### src/rtl/ct_mmu_pkg.sv
// rtl/ct_mmu_pkg.sv - shared MMU package: iuTLB refill FSM encoding and geometry defaults
//
// Purpose: single home for MMU-wide constants and the iuTLB refill state type,
//          imported by the refill controller and its victim selector.
// Contents: IUTLB_ENTRY_NUM, MMU_VPN_WIDTH, iutlb_refill_state_e.
package ct_mmu_pkg;

    localparam int IUTLB_ENTRY_NUM = 8;
    localparam int MMU_VPN_WIDTH   = 27;

    typedef enum logic [2:0] {
        REFILL_IDLE  = 3'd0,
        REFILL_REQ   = 3'd1,
        REFILL_WAIT  = 3'd2,
        REFILL_UPD   = 3'd3,
        REFILL_DRAIN = 3'd4
    } iutlb_refill_state_e;

endpackage

### src/rtl/ct_mmu_iutlb_victim_sel.sv
// rtl/ct_mmu_iutlb_victim_sel.sv - combinational iuTLB victim selector
//
// Purpose: picks the entry to overwrite on a refill. The lowest-index invalid
//          entry wins; when every entry is valid the round-robin pointer is used.
// Ports:
//   entry_vld_vec  in   per-entry valid bits
//   rr_ptr         in   round-robin pointer (register lives in the parent)
//   victim_vec     out  one-hot victim entry
//   use_ptr        out  victim came from the pointer, parent should advance it
module ct_mmu_iutlb_victim_sel
    import ct_mmu_pkg::*;
#(
    parameter int ENTRY_NUM = IUTLB_ENTRY_NUM,
    parameter int PTR_W     = $clog2(ENTRY_NUM)
) (
    input  logic [ENTRY_NUM-1:0] entry_vld_vec,
    input  logic [PTR_W-1:0]     rr_ptr,
    output logic [ENTRY_NUM-1:0] victim_vec,
    output logic                 use_ptr
);

    logic found;

    always_comb begin
        victim_vec = '0;
        found      = 1'b0;
        for (int i = 0; i < ENTRY_NUM; i++) begin
            if (!entry_vld_vec[i] && !found) begin
                victim_vec[i] = 1'b1;
                found         = 1'b1;
            end
        end
        if (!found) begin
            victim_vec[rr_ptr] = 1'b1;
        end
        use_ptr = !found;
    end

endmodule

### src/rtl/ct_mmu_iutlb_refill_ctrl.sv
// rtl/ct_mmu_iutlb_refill_ctrl.sv - iuTLB miss detection and jTLB refill sequencing
//
// Purpose: detects instruction-fetch iuTLB misses, requests a refill from the
//          jTLB, and writes the returned translation into one victim entry.
// Ports:
//   utlb_clk, cpurst                       clock, synchronous active-high reset
//   ifu_req_vld, ifu_req_vpn               fetch lookup
//   utlb_entry_vld_vec, utlb_entry_hit_vec per-entry valid / hit
//   utlb_clr                               flush, highest priority
//   jtlb_req_grant, jtlb_rsp_vld,
//   jtlb_rsp_fault                         jTLB handshake
//   utlb_hit                               combinational lookup hit
//   refill_req_vld, refill_req_vpn         refill request to jTLB
//   utlb_entry_upd_vec                     one-hot entry write enable
//   utlb_refill_busy                       requester must stall
//   utlb_refill_fault                      one-cycle page-fault pulse
module ct_mmu_iutlb_refill_ctrl
    import ct_mmu_pkg::*;
#(
    parameter int ENTRY_NUM = IUTLB_ENTRY_NUM,
    parameter int VPN_WIDTH = MMU_VPN_WIDTH
) (
    input  logic                 utlb_clk,
    input  logic                 cpurst,
    input  logic                 ifu_req_vld,
    input  logic [VPN_WIDTH-1:0] ifu_req_vpn,
    input  logic [ENTRY_NUM-1:0] utlb_entry_vld_vec,
    input  logic [ENTRY_NUM-1:0] utlb_entry_hit_vec,
    input  logic                 utlb_clr,
    input  logic                 jtlb_req_grant,
    input  logic                 jtlb_rsp_vld,
    input  logic                 jtlb_rsp_fault,
    output logic                 utlb_hit,
    output logic                 refill_req_vld,
    output logic [VPN_WIDTH-1:0] refill_req_vpn,
    output logic [ENTRY_NUM-1:0] utlb_entry_upd_vec,
    output logic                 utlb_refill_busy,
    output logic                 utlb_refill_fault
);

    localparam int PTR_W = $clog2(ENTRY_NUM);

    iutlb_refill_state_e state, state_nxt;

    logic [PTR_W-1:0]     rr_ptr;
    logic [VPN_WIDTH-1:0] vpn_q;
    logic                 fault_q;
    logic                 fault_nxt;
    logic                 miss;
    logic                 upd_fire;
    logic [ENTRY_NUM-1:0] victim_vec;
    logic                 victim_use_ptr;

    assign utlb_hit = ifu_req_vld & (|(utlb_entry_vld_vec & utlb_entry_hit_vec));
    assign miss     = ifu_req_vld & ~utlb_hit;

    ct_mmu_iutlb_victim_sel #(
        .ENTRY_NUM (ENTRY_NUM),
        .PTR_W     (PTR_W)
    ) u_victim_sel (
        .entry_vld_vec (utlb_entry_vld_vec),
        .rr_ptr        (rr_ptr),
        .victim_vec    (victim_vec),
        .use_ptr       (victim_use_ptr)
    );

    // A flush landing on the UPD cycle cancels the write outright.
    assign upd_fire = (state == REFILL_UPD) && !utlb_clr;

    always_comb begin
        state_nxt = state;
        fault_nxt = 1'b0;
        case (state)
            REFILL_IDLE: begin
                if (!utlb_clr && miss) begin
                    state_nxt = REFILL_REQ;
                end
            end
            REFILL_REQ: begin
                if (utlb_clr) begin
                    state_nxt = REFILL_IDLE;
                end else if (jtlb_req_grant) begin
                    state_nxt = REFILL_WAIT;
                end
            end
            REFILL_WAIT: begin
                if (utlb_clr) begin
                    // The jTLB still owes a response; swallow it in DRAIN
                    // unless it is arriving right now.
                    state_nxt = jtlb_rsp_vld ? REFILL_IDLE : REFILL_DRAIN;
                end else if (jtlb_rsp_vld) begin
                    state_nxt = jtlb_rsp_fault ? REFILL_IDLE : REFILL_UPD;
                    fault_nxt = jtlb_rsp_fault;
                end
            end
            REFILL_UPD: begin
                state_nxt = REFILL_IDLE;
            end
            REFILL_DRAIN: begin
                if (jtlb_rsp_vld) begin
                    state_nxt = REFILL_IDLE;
                end
            end
            default: begin
                state_nxt = REFILL_IDLE;
            end
        endcase
    end

    always_ff @(posedge utlb_clk) begin
        if (cpurst) begin
            state   <= REFILL_IDLE;
            rr_ptr  <= '0;
            vpn_q   <= '0;
            fault_q <= 1'b0;
        end else begin
            state   <= state_nxt;
            fault_q <= fault_nxt;
            if (state == REFILL_IDLE && !utlb_clr && miss) begin
                vpn_q <= ifu_req_vpn;
            end
            if (upd_fire && victim_use_ptr) begin
                rr_ptr <= rr_ptr + PTR_W'(1);
            end
        end
    end

    assign refill_req_vld     = (state == REFILL_REQ);
    assign refill_req_vpn     = vpn_q;
    assign utlb_entry_upd_vec = upd_fire ? victim_vec : '0;
    assign utlb_refill_busy   = (state != REFILL_IDLE);
    assign utlb_refill_fault  = fault_q;

endmodule

### config.mk
export PLATFORM = sky130hd
export DESIGN_NAME = ct_mmu_iutlb_refill_ctrl
export DESIGN_NICKNAME = d
export VERILOG_FILES = /design/src/rtl/ct_mmu_pkg.sv /design/src/rtl/ct_mmu_iutlb_victim_sel.sv /design/src/rtl/ct_mmu_iutlb_refill_ctrl.sv
export SDC_FILE = /design/constraint.sdc
export NUM_CORES = 1
export LEC_CHECK = 0
export CAP_MARGIN = 20
export CORE_ASPECT_RATIO = 1.4
export CORE_UTILIZATION = 36
export DETAILED_ROUTE_END_ITERATION = 8
export PLACE_DENSITY_LB_ADDON = 0.15
export SYNTH_ARGS = -nofsm -noshare
export SYNTH_HDL_FRONTEND = slang
export SYNTH_HIERARCHICAL = 1
export SYNTH_SLANG_ARGS = --single-unit
### constraint.sdc
create_clock -name utlb_clk -period 1.3 [get_ports utlb_clk]
set_input_delay 0.26 -clock utlb_clk [delete_from_list [all_inputs] [get_ports utlb_clk]]
set_output_delay 0.26 -clock utlb_clk [all_outputs]
set_load 0.01 [all_outputs]
Word-level counts from Yosys, hierarchy flattened
Index checks and enable logic that the tools add are counted.
{ "word_totals": {"register_bits": 34, "elab_cells": 83} }
{ "classes": {"n_addsub": 1, "n_lt_le_gt_ge": 2, "eq_ne": 8, "muxes": 28, "bitwise_logic": 7, "reduce_logical": 33} }
{ "op_table": {"columns": ["op", "count"], "rows": [
  ["$mux 3", 7],
  ["$mux 1", 16],
  ["$mux 8", 2],
  ["$logic_not 1->1", 15],
  ["$logic_and 1x1->1", 13],
  ["$pmux 3 s4", 1],
  ["$and 8x8->8", 1],
  ["$or 8x8->8", 1],
  ["$reduce_or 8->1", 1],
  ["$eq 3x2->1 const B", 2],
  ["$ne 3x3->1 const B", 2],
  ["$lt 3x4->1 const B", 1],
  ["$ne 2x2->1 const B", 2],
  ["$reduce_and 4->1", 1],
  ["$reduce_or 4->1", 1],
  ["$add 3x1->3 const B", 1],
  ["$demux 1 s3", 1],
  ["$eq 3x1->1 const B", 1],
  ["$eq 3x3->1 const B", 1],
  ["$ge 3x1->1 const B", 1],
  ["$logic_not 3->1", 1],
  ["$not 1->1", 3],
  ["$reduce_bool 3->1", 1],
  ["$and 1x1->1", 2],
  ["$mux 2", 1]
]} }

Longest topological paths before layout
Gate-level depths: netlist (run 1).
{ "depth": {"ltp_word": 24, "ltp_mapped": 6, "ltp_nobuf": 6} }

Hierarchy
The synthesis (run 1) kept the hierarchy.
{ "modules_own_cells": {"columns": ["mod", "n_inst", "cells_each", "area_each_um2", "seq_area_each_um2"], "rows": [
  ["ct_mmu_iutlb_refill_ctrl", 1, 186, 1541.5, 680.7],
  ["ct_mmu_iutlb_victim_sel", 1, 29, 176.4, 0.0]
]} }

Worst setup path after synthesis (run 1)
No wires, ideal clock.
{ "synth_path": {"path_kind": "register -> register", "start": "register state[1]", "end": "register state[0]", "setup_ns": 0.072, "arrival_ns": 1.285, "required_time_ns": 1.228, "slack_ns": -0.057, "stages_incl_launch_ff": 5, "path_buffers": 0, "synth_period_minus_slack_ns": 1.357, "path_cell_list": "dfxtp_1 or3b_1 a211oi_2 a221o_2 mux2i_1"} }
{ "synth_between": {"elab_chain_len": 3, "elab_cells_between_ends": 10, "cone_classes": "eq/ne (7); mux (1); reduce/logical (2)"} }
{ "synth_lines": {"columns": ["element", "line_no", "source"], "rows": [
  ["from (decl)", "ct_mmu_iutlb_refill_ctrl.sv:43", "iutlb_refill_state_e state, state_nxt;"],
  ["from (signal assigned)", "ct_mmu_iutlb_refill_ctrl.sv:117", "state <= state_nxt;"],
  ["$eq 3x2->1 (tied with other cells)", "ct_mmu_iutlb_refill_ctrl.sv:73", "case (state)"],
  ["$ne 3x3->1 (no source line) or $ne 2x2->1 (tied branches)", null, null],
  ["$reduce_and 4->1 (no source line)", null, null]
]} }
Several ways; a longest one is shown, not always the timed one.
A chain may end at the register's enable or synchronous reset.

Worst setup path in the final report (run 1)
{ "layout_path": {"start": "register rr_ptr[2]", "end": "output port utlb_entry_upd_vec[1]"} }
{ "layout_between": {"elab_chain_len": 7, "elab_cells_between_ends": 8, "cone_classes": "order compare (2); mux (4); bitwise (1); reduce/logical (1)"} }
{ "layout_lines": {"columns": ["element", "line_no", "source"], "rows": [
  ["from (decl)", "ct_mmu_iutlb_refill_ctrl.sv:45", "logic [PTR_W-1:0] rr_ptr;"],
  ["from (signal assigned)", "ct_mmu_iutlb_refill_ctrl.sv:123", "rr_ptr <= rr_ptr + PTR_W'(1);"],
  ["$lt 3x4->1 (implied by the code) or $ge 3x1->1 (tied branches)", "ct_mmu_iutlb_victim_sel.sv:34", "victim_vec[rr_ptr] = 1'b1;"],
  ["$logic_and 1x1->1 (implied by the code)", "ct_mmu_iutlb_victim_sel.sv:34", null],
  ["$mux 1 (implied by the code)", "ct_mmu_iutlb_victim_sel.sv:34", null],
  ["$demux 1 s3 (*)", null, null],
  ["$or 8x8->8 (no source line) (*)", null, null],
  ["$mux 8 (*)", "ct_mmu_iutlb_victim_sel.sv:33", "if (!found) begin"],
  ["named net victim_vec[1]", "ct_mmu_iutlb_refill_ctrl.sv:51", "logic [ENTRY_NUM-1:0] victim_vec;"],
  ["$mux 8 (*)", "ct_mmu_iutlb_refill_ctrl.sv:130", "assign utlb_entry_upd_vec = upd_fire ? victim_vec : '0;"],
  ["to (decl)", "ct_mmu_iutlb_refill_ctrl.sv:36", "output logic [ENTRY_NUM-1:0] utlb_entry_upd_vec,"]
]} }
The timed path passes the listed nets; every way through them passes the cells marked *.

==> impl_metrics.env, run 1 <==
export IMPL_status="finished, violations left"
export IMPL_violations="setup timing"
export IMPL_synth_edff_count=0
export IMPL_worst_pin_slew_ns=0.344
export IMPL_rsz0062_at_grt="yes"
export IMPL_dpl_worst_slack_ns=-1.11
export IMPL_dieArea_um2=5060
export IMPL_ir_drop_uv=546
export IMPL_cts_sinks=34
export IMPL_clk_pin_slew_ns=0.07
export IMPL_synth_area_um2=1720
export IMPL_setup_ws_ns=-0.464
export IMPL_grt_pass1_vias=2023
export IMPL_yosysUniqueCellTypes=35
export IMPL_r2r_cells=5
export IMPL_internal_power_w=0.00192
export IMPL_timing_hold_ws_ns=0.467
export IMPL_min_from="refill_req_vpn[24]"
export IMPL_synthFlopType="dfxtp_1"
export IMPL_worst_ep_required_time_ns=1.04
export IMPL_fmax_mhz=567
export IMPL_synthArstFlopShare_pct=0
export IMPL_h_tree_depth=2
export IMPL_finalClockSkew_ns=0.00378
export IMPL_crit_family="buffers and inverters"
export IMPL_crit_top_cell="buf_6"
export IMPL_p_sw_share_pct=24.4
export IMPL_die_y_um=83.7
export IMPL_cts_hold_buf=0
export IMPL_critPathArrivalTime_ns=1.50
export IMPL_core_rowCount=29
export IMPL_maxCapViolCount=0
export IMPL_synth_seq_cells=34
export IMPL_die_width_um=60.4
export IMPL_cp_end_kind="primary output"
export IMPL_grt_usage_pct=23.5
export IMPL_core_um2=4570
export IMPL_r2r_end="state[0]"
export IMPL_cts_tree="built"
export IMPL_ctsRootBufferMaster="clkbuf_8"
export IMPL_synth_cells=215
export IMPL_syn_area_per_cell_um2=7.99
export IMPL_drt_iter0_markers=144
export IMPL_cpPeakStageDelay_ns=0.33
export IMPL_cts_buffers=5
export IMPL_gp_congestion=0.828
export IMPL_n_antenna_cell=0
export IMPL_hold_path_class="reg2reg"
export IMPL_io_buffers=88
export IMPL_r2r_start="state[1]"
export IMPL_num_vias=2191
export IMPL_worst_path_buf_inv=3
export IMPL_grt_overflow_total=0
export IMPL_start_util_pct=37.6
export IMPL_period_share_pct=136
export IMPL_critPathKind="reg2out"
export IMPL_p_sw_w=0.000621
export IMPL_worstHoldEndpoint="refill_req_vpn[24]"
export IMPL_p_per_area_nw_per_um2=741
export IMPL_drt_wl_total_um=6170
export IMPL_insertion_delay_ns=0.28
export IMPL_maxSlewViolCount=0
export IMPL_layout_nets=391
export IMPL_hold_viol=0
export IMPL_relSlewSlack_pct=77.1
export IMPL_critPathSlowestCell="dfxtp_2"
export IMPL_period_needed_ns=1.76
export IMPL_syn2layout_area_growth_pct=99.7
export IMPL_setup_viol=40
export IMPL_cts_path_max_buffers=2
export IMPL_antenna_found_initial=0
export IMPL_pwr_share_seq_pct=41.6
export IMPL_cp_start_kind="flip-flop"
export IMPL_route_detailed_drc=0
export IMPL_drive_gt1_share_pct=43.1
export IMPL_path_cells="buf_6, nand4b_4, buf_6, o32ai_2, and2_1, buf_2"
export IMPL_dp_hpwl_um=3670
export IMPL_leakagePower_nw=1.41
export IMPL_ys_seq_area_share_pct=39.6
export IMPL_drt_pre_antenna_iters=4
export IMPL_crit_path_max_fanout=4
export IMPL_grt_max_degree=28
export IMPL_ios=89
export IMPL_ant_nets=0
export IMPL_p_clk_share_pct=36.9
export IMPL_r2r_slack_ns=-0.18
export IMPL_viasPerCell=5.44
export IMPL_whs_path_depth=2
export IMPL_routedWlPerCell_um=15.3
export IMPL_grt_pass1_wl_um=9110
export IMPL_power_frac_comb_pct=21.5
export IMPL_ys_warn_count=6
export IMPL_synth_nets=266
-- per-stage QoR --
stage | cell area, um2 | util [%] | setup TNS (ns) | instances | power (W)
global route | 3430 | 75.0 | -9.57 | 403 | 0.00265
global placement | 2860 | 62.6 | -29.66 | 380 | 0.00151
CTS | 3110 | 68.0 | -6.01 | 396 | 0.00248
floorplan | 1720 | - | -0.0410 | 215 | 0.00122
finish | 3430 | 75.0 | -6.73 | 403 | 0.00254
detailed placement | 2860 | 62.6 | -30.02 | 380 | 0.00151
-- cell families (layout without fill, tap and decap cells) --
kind of cell	after synthesis	after routing	synth area share, %
compound gates	74	74	24.8
xor+xnor	2	2	1.02
fa+ha+maj	1	1	0.728
buf+inv	20	146	5.39
flops	34	34	39.6
mux	1	1	0.583
simple gates	83	83	27.8
-- tightest hold or removal path: stages (launching register included) --
cell	delay, ns
dfxtp_1	0.30
o21ai_0	0.06
a21oi_1	0.06
-- repair_timing --
item	CTS	global route
endpoints found under the setup margin	72	41
pin swaps	21	61
gates cloned	3	0
hold endpoints to repair	0	0
resized for setup	169	72
buffers inserted	5	7
-- registers in the layout (all words and copies together), names as in the netlist --
register           count
utlb_refill_fault      1
state                  3
refill_req_vpn        27
rr_ptr                 3
-- worst max path at each step --
stage                                from               endpoint  slack (ns)  depth (start not counted)
floorplan           utlb_entry_vld_vec[3]               state[0]       -0.03                          5
finish                          rr_ptr[2]  utlb_entry_upd_vec[1]       -0.46                          6
global placement    utlb_entry_vld_vec[0]  utlb_entry_upd_vec[1]       -1.08                          6
CTS                             rr_ptr[2]  utlb_entry_upd_vec[0]       -0.50                          5
global route                    rr_ptr[2]  utlb_entry_upd_vec[1]       -0.53                          6
detailed placement  utlb_entry_vld_vec[0]  utlb_entry_upd_vec[0]       -1.11                          6
-- final cells by class --
class	count	area [um2]
clock buffers	7	76.3
fillers	370	1140
well taps	62	77.6
clock inverters	1	30.0
multi-input cells	161	1260
inverters	3	11.3
flip-flops and latches	34	691
repair buffers	135	1290
-- Yosys cell counts, types with 2 or more instances --
master | number | area, um2
nand2_1 | 10 | 37.5
nand4_1 | 3 | 18.8
nor2_1 | 4 | 15.0
clkbuf_1 | 7 | 26.3
xor2_1 | 2 | 17.5
nor3_1 | 2 | 10.0
and2_1 | 11 | 68.8
a21oi_1 | 33 | 165
inv_1 | 3 | 11.3
dfxtp_1 | 34 | 681
a22oi_2 | 4 | 50.1
o22ai_1 | 4 | 25.0
nor2b_1 | 4 | 25.0
nand2b_1 | 3 | 18.8
o21ai_0 | 29 | 145
buf_4 | 2 | 15.0
nand3_1 | 35 | 175
buf_2 | 8 | 40.0
-- power by group through the flow --
stage	combinational (W)	sequential, W	clock (W)
after floorplan	0.000135	0.00109	0
after global placement	0.000423	0.00108	0
after detailed placement	0.000422	0.00108	0
after CTS	0.000464	0.00106	0.000961
after global routing	0.000579	0.00106	0.00101
final	0.000548	0.00106	0.000937
-- metal layers --
metal | vias to the layer above | share of wire, % | global-route usage, %
met4 | 0 | 2.1 | 9.09
met1 | 1056 | 38 | 25.2
met3 | 12 | 6.2 | 6.51
li1 | 1034 | - | -
met2 | 89 | 53 | 41.6
met5 | - | 0 | 0
-- layout by cell type (no fill, tap or decap), drive strengths merged --
master and n:
clkdlybuf4s50 32, o22ai 4, and3 2, o21ai 29
clkdlybuf4s15 7, bufinv 1, ha 1, dfxtp 34
nand3b 1, o32ai 1, a211oi 1, or3 1
and4 1, nor4 1, and4bb 1, nand4 3
nand3 35, dlygate4sd2 31, nor2 4, nor2b 4
mux2i 1, nand4b 1, a22oi 4, a21oi 33
nor3 3, buf 65, inv 3, xor2 2
and2 11, clkbuf 7, nand2 10, o41ai 1
or3b 1, nor3b 1, nand2b 3, a221o 1
Power figures use the tool's default switching activity.
==> run 2: changes to the inputs <==
- CAP_MARGIN: 20 -> 30
- TNS_END_PERCENT: not set -> 10
==> run 2 against run 1 <==
  * The flow still finishes with violations (setup timing)
  * Sequential share of layout area increased by 2.4 points
  * Count of clock-buffer cells in the layout unchanged
  * Critical path depth unchanged
  * Highest routed layer unchanged
==> impl_metrics.env, run 2 (synthesis gave the netlist of run 1 again) <==
export IMPL_ios=89
export IMPL_worst_path_buf_inv=3
export IMPL_maxCapViolCount=0
export IMPL_grt_usage_pct=21.9
export IMPL_rsz0062_at_grt="yes"
export IMPL_drt_wl_total_um=5310
export IMPL_gp_congestion=0.828
export IMPL_timing_hold_ws_ns=0.465
export IMPL_critPathKind="reg2out"
export IMPL_critPathArrivalTime_ns=1.51
export IMPL_fillCellCount=421
export IMPL_violations="setup timing"
export IMPL_final_cell_mix="38 x clkdlybuf4s50_1, 36 x dlygate4sd2_1, 35 x nand3_1, 32 x a21oi_1, 29 x dfxtp_1"
export IMPL_final_common_cell="clkdlybuf4s50_1"
export IMPL_critPathSlowestCell="dfxtp_2"
export IMPL_routedWlPerCell_um=13.6
export IMPL_whs_path_depth=2
export IMPL_route_detailed_drc=0
export IMPL_syn2layout_area_growth_pct=77.4
export IMPL_dp_hpwl_um=3670
export IMPL_r2r_end="state[0]"
export IMPL_setup_ws_ns=-0.467
export IMPL_crit_top_cell="buf_6"
export IMPL_grt_pass1_wl_um=8600
export IMPL_die_y_um=83.7
export IMPL_antenna_found_initial=0
export IMPL_cts_tree="built"
export IMPL_period_share_pct=136
export IMPL_path_cells="buf_6, nand4b_4, buf_6, o32ai_2, and2_1, buf_2"
export IMPL_r2r_start="state[1]"
export IMPL_finalClockSkew_ns=0.00226
export IMPL_relSlewSlack_pct=80.3
export IMPL_grt_max_degree=28
export IMPL_core_rowCount=29
export IMPL_num_vias=2040
export IMPL_leakagePower_nw=1.32
export IMPL_drt_iter0_markers=119
export IMPL_ant_nets=0
export IMPL_core_um2=4570
export IMPL_viasPerCell=5.22
export IMPL_io_buffers=88
export IMPL_start_util_pct=37.6
export IMPL_worst_pin_slew_ns=0.296
export IMPL_cts_path_max_buffers=2
export IMPL_cp_start_kind="flip-flop"
export IMPL_hold_path_class="reg2reg"
export IMPL_status="finished, violations left"
export IMPL_dieArea_um2=5060
export IMPL_die_width_um=60.4
export IMPL_r2r_cells=5
export IMPL_clk_pin_slew_ns=0.07
export IMPL_cts_buffers=5
export IMPL_worstHoldEndpoint="refill_req_vpn[8]"
export IMPL_p_total_w=0.00243
export IMPL_cpPeakStageDelay_ns=0.34
export IMPL_ir_drop_uv=482
export IMPL_drive_gt1_share_pct=24.6
export IMPL_setup_viol=42
export IMPL_crit_path_max_fanout=4
export IMPL_layout_nets=379
export IMPL_n_antenna_cell=0
export IMPL_min_from="refill_req_vpn[8]"
export IMPL_grt_overflow_total=0
export IMPL_insertion_delay_ns=0.28
export IMPL_drt_pre_antenna_iters=4
export IMPL_fmax_mhz=566
export IMPL_grt_pass1_vias=1943
export IMPL_cts_sinks=34
export IMPL_crit_family="buffers and inverters"
export IMPL_h_tree_depth=2
export IMPL_period_needed_ns=1.77
export IMPL_hold_viol=0
export IMPL_maxSlewViolCount=0
export IMPL_ctsRootBufferMaster="clkbuf_8"
export IMPL_worst_ep_required_time_ns=1.04
export IMPL_cp_end_kind="primary output"
export IMPL_dpl_worst_slack_ns=-1.11
export IMPL_p_per_area_nw_per_um2=796
export IMPL_r2r_slack_ns=-0.22
export IMPL_largest_reg_flops=27
## run 2: changes by cell type in the layout (fill, tap and decap cells not counted), moves of 6 or more
| cell | change |
|---|---|
| a21oi_1 | +16 |
| nand3_1 | +27 |
| buf_6 | -13 |
| o21ai_1 | +8 |
| a21oi_2 | -16 |
| nand3_2 | -24 |
| clkdlybuf4s50_1 | +6 |
| o21ai_0 | -10 |
## run 2: layout make-up
type | count | area (um2) | share of cell area [%]
Sequential cell | 34 | 687 | 22.5
Inverter | 3 | 11.3 | 0.369
Tap cell | 62 | 77.6 | 2.55
Multi-Input combinational cell | 161 | 1030 | 33.8
Clock inverter | 1 | 30.0 | 0.985
Clock buffer | 7 | 76.3 | 2.50
Timing Repair Buffer | 123 | 1140 | 37.3
## run 2: metrics by stage
step	instance area, um2	util, %	setup TNS, ns	std cells
2_1_floorplan	1720	-	-0.0410	215
3_3_place_gp	2860	62.6	-29.66	380
3_5_place_dp	2860	62.6	-30.02	380
4_1_cts	3000	65.7	-8.15	390
5_1_grt	3050	66.7	-11.95	391
6_report	3050	66.7	-8.77	391
## run 2: how the worst max path moves through the flow
| stage | from | cells past startpoint | endpoint |
|---|---|---|---|
| after detailed placement | utlb_entry_vld_vec[0] | 6 | utlb_entry_upd_vec[0] |
| after global placement | utlb_entry_vld_vec[0] | 6 | utlb_entry_upd_vec[1] |
| after global routing | rr_ptr[2] | 6 | utlb_entry_upd_vec[1] |
| after floorplan | utlb_entry_vld_vec[3] | 5 | state[0] |
| after CTS | rr_ptr[2] | 5 | utlb_entry_upd_vec[0] |
| final | rr_ptr[2] | 6 | utlb_entry_upd_vec[1] |
## run 2: power by group
part           switching, W  total, W  internal (W)  leakage [nW]
registers        0.00000564   0.00106       0.00105         0.277
clock network      0.000358  0.000931      0.000573        0.0524
logic              0.000194  0.000435      0.000240         0.989
total              0.000558   0.00243       0.00187          1.32
## run 2: timing repair
item	CTS	global route
pin swaps	15	11
resized for setup	131	12
endpoints found under the setup margin	72	44
hold buffers	0	0
buffers inserted	2	1
## run 2: worst min-delay path, cell delays in order, from the launching register on
cell and delay [ns]:
dfxtp_1 0.32, o21ai_2 0.05, a21oi_1 0.05
## run 2: per-layer routing
| layer | wire (um) | global-route usage, % | up-vias |
|---|---|---|---|
| li1 | - | - | 1009 |
| met1 | 2160 | 24.4 | 951 |
| met2 | 2750 | 38.5 | 74 |
| met3 | 336 | 6.20 | 6 |
| met4 | 70 | 6.98 | 0 |
| met5 | 0 | 0 | - |
==> run 3: changes to the inputs <==
- CAP_MARGIN: 30 -> not set
- CORE_UTILIZATION: 36 -> 39
- clock period: 1.3 -> 1.7 ns (I/O delays scaled with it)
==> run 3 against run 2 <==
  * The run now ends clean
  * Routed wire length decreased by 1.3%
  * Total power is 29% lower
  * Global-route usage up 1.0 points
  * Sequential share of layout area up 0.79 points
  * Highest routed layer unchanged
  * Clock skew increased by 0.00064 ns
  * First-iteration DRC count fell by 40%
  * Cell count shrank 1.5%
  * Via count shrank 2.9%
==> impl_metrics.env, run 3 (synthesis gave the netlist of run 1 again) <==
export IMPL_status="finished, final reports clean"
export IMPL_setup_ws_ns=0.00571
export IMPL_cp_start_kind="flip-flop"
export IMPL_final_area_um2=2940
export IMPL_utilization_pct=69.5
export IMPL_tns_ns=0
export IMPL_cpPeakStageDelay_ns=0.34
export IMPL_setup_viol=0
export IMPL_internal_power_w=0.00131
export IMPL_met2_usage_pct=41.1
export IMPL_path_depth=4
export IMPL_clk_pin_slew_ns=0.07
export IMPL_period_needed_ns=1.69
export IMPL_critPathSlowestCell="dfxtp_2"
export IMPL_grt_use_met3_pct=5.15
export IMPL_dpl_cell_area_um2=2830
export IMPL_grt_busiest_layer="met2"
export IMPL_drive_gt1_share_pct=24.6
export IMPL_use_met1_pct=25.1
export IMPL_antenna_found_initial=0
export IMPL_p_per_area_nw_per_um2=585
export IMPL_grt_usage_pct=23.0
export IMPL_dp_hpwl_um=3790
export IMPL_r2r_cells=5
export IMPL_ant_nets=0
export IMPL_routedWlPerCell_um=13.6
export IMPL_cp_end_kind="primary output"
export IMPL_start_util_pct=40.5
export IMPL_syn2layout_area_growth_pct=71.4
export IMPL_final_cell_mix="60 x clkdlybuf4s50_1, 34 x nand3_1, 31 x dfxtp_1, 30 x a21oi_1"
export IMPL_cts_hold_buf=0
export IMPL_grt_overflow_total=0
export IMPL_grt_pass1_vias=1938
export IMPL_critPathArrivalTime_ns=1.35
export IMPL_p_clk_share_pct=34.6
export IMPL_relSlewSlack_pct=84.0
export IMPL_power_frac_comb_pct=18.4
export IMPL_drt_wl_total_um=5250
export IMPL_fmax_mhz=590
export IMPL_viasPerCell=5.14
export IMPL_worst_ep_required_time_ns=1.36
export IMPL_crit_family="simple AND/OR/NAND/NOR gates"
export IMPL_p_sw_w=0.000414
export IMPL_io_buffers=88
export IMPL_finalClockSkew_ns=0.00290
export IMPL_worst_pin_slew_ns=0.237
export IMPL_ios=89
export IMPL_grt_max_degree=29
export IMPL_drt_pre_antenna_iters=5
export IMPL_pwr_share_seq_pct=46.9
export IMPL_dpl_worst_slack_ns=-0.772
export IMPL_die_width_um=58.1
export IMPL_maxCapViolCount=0
export IMPL_h_tree_depth=2
export IMPL_rsz0062_at_grt="yes"
export IMPL_crit_path_max_fanout=4
export IMPL_drt_iter0_markers=71
export IMPL_ir_drop_uv=427
export IMPL_worst_path_buf_inv=1
export IMPL_route_detailed_drc=0
export IMPL_gp_congestion=0.865
export IMPL_insertion_delay_ns=0.27
export IMPL_layout_nets=375
export IMPL_cts_sinks=34
export IMPL_die_y_um=80.5
export IMPL_leakagePower_nw=1.20
export IMPL_cts_buffers=5
export IMPL_timing_hold_ws_ns=0.474
export IMPL_largest_reg_flops=27
export IMPL_dieArea_um2=4680
export IMPL_p_sw_share_pct=24.0
export IMPL_hold_viol=0
export IMPL_period_share_pct=99.7
export IMPL_maxSlewViolCount=0
export IMPL_whs_path_depth=2
export IMPL_core_um2=4240
export IMPL_path_cells="nand4b_4, o32ai_2, and2_1, buf_2"
export IMPL_ctsRootBufferMaster="clkbuf_8"
export IMPL_cts_tree="built"
export IMPL_cts_path_max_buffers=2
export IMPL_final_common_cell="clkdlybuf4s50_1"
export IMPL_hold_path_class="reg2reg"
export IMPL_n_antenna_cell=0
export IMPL_grt_pass1_wl_um=8360
export IMPL_num_vias=1980
export IMPL_critPathKind="reg2out"
export IMPL_core_rowCount=28
## run 3: power groups by stage
stage	clock [W]	combinational, W	sequential (W)
floorplan	0	0.000103	0.000832
detailed placement	0	0.000319	0.000828
finish	0.000597	0.000317	0.000809
global placement	0	0.000320	0.000828
CTS	0.000619	0.000322	0.000810
global route	0.000659	0.000342	0.000809
## run 3: path summary, 6_finish.rpt
kind / startpoint / endpoint / slack [ns]
worst max register to register: state[1] / state[0] / 0.18
worst min register to register: refill_req_vpn[19] / refill_req_vpn[19] / 0.47
worst max-delay path: rr_ptr[2] / utlb_entry_upd_vec[1] / 0.006
worst min-delay path: refill_req_vpn[19] / refill_req_vpn[19] / 0.47
## run 3: layout make-up
cell class              instances  area, um2
fillers                       383       1290
repair buffers                119       1070
multi-input cells             161       1010
flip-flops and latches         34        687
clock buffers                   7       86.3
well taps                      60       75.1
inverters                       3       11.3
clock inverters                 1       5.00
## run 3: worst min-delay path: cells and delay by family (launching register included)
family / cells / cell delay [ns]
DFF: 1 / 0.31
AOI/OAI and AO/OA: 2 / 0.12
## run 3: what timing repair did
action	CTS	global route
setup endpoints to repair	13	10
gates resized for setup	73	23
buffers inserted	1	0
pin swaps	16	16
## run 3: stage by stage
stage / instances / power [W]
floorplan: 215 / 0.000935
CTS: 385 / 0.00175
finish: 385 / 0.00172
detailed placement: 376 / 0.00115
global placement: 376 / 0.00115
global route: 385 / 0.00181
## run 3: metal layers
metal  vias up  share of wire, %  wire length, um
met3        12               4.4              232
met4         0               2.0              106
met5         -                 0                0
met1       913                41             2130
li1        997                 -                -
met2        58                53             2780
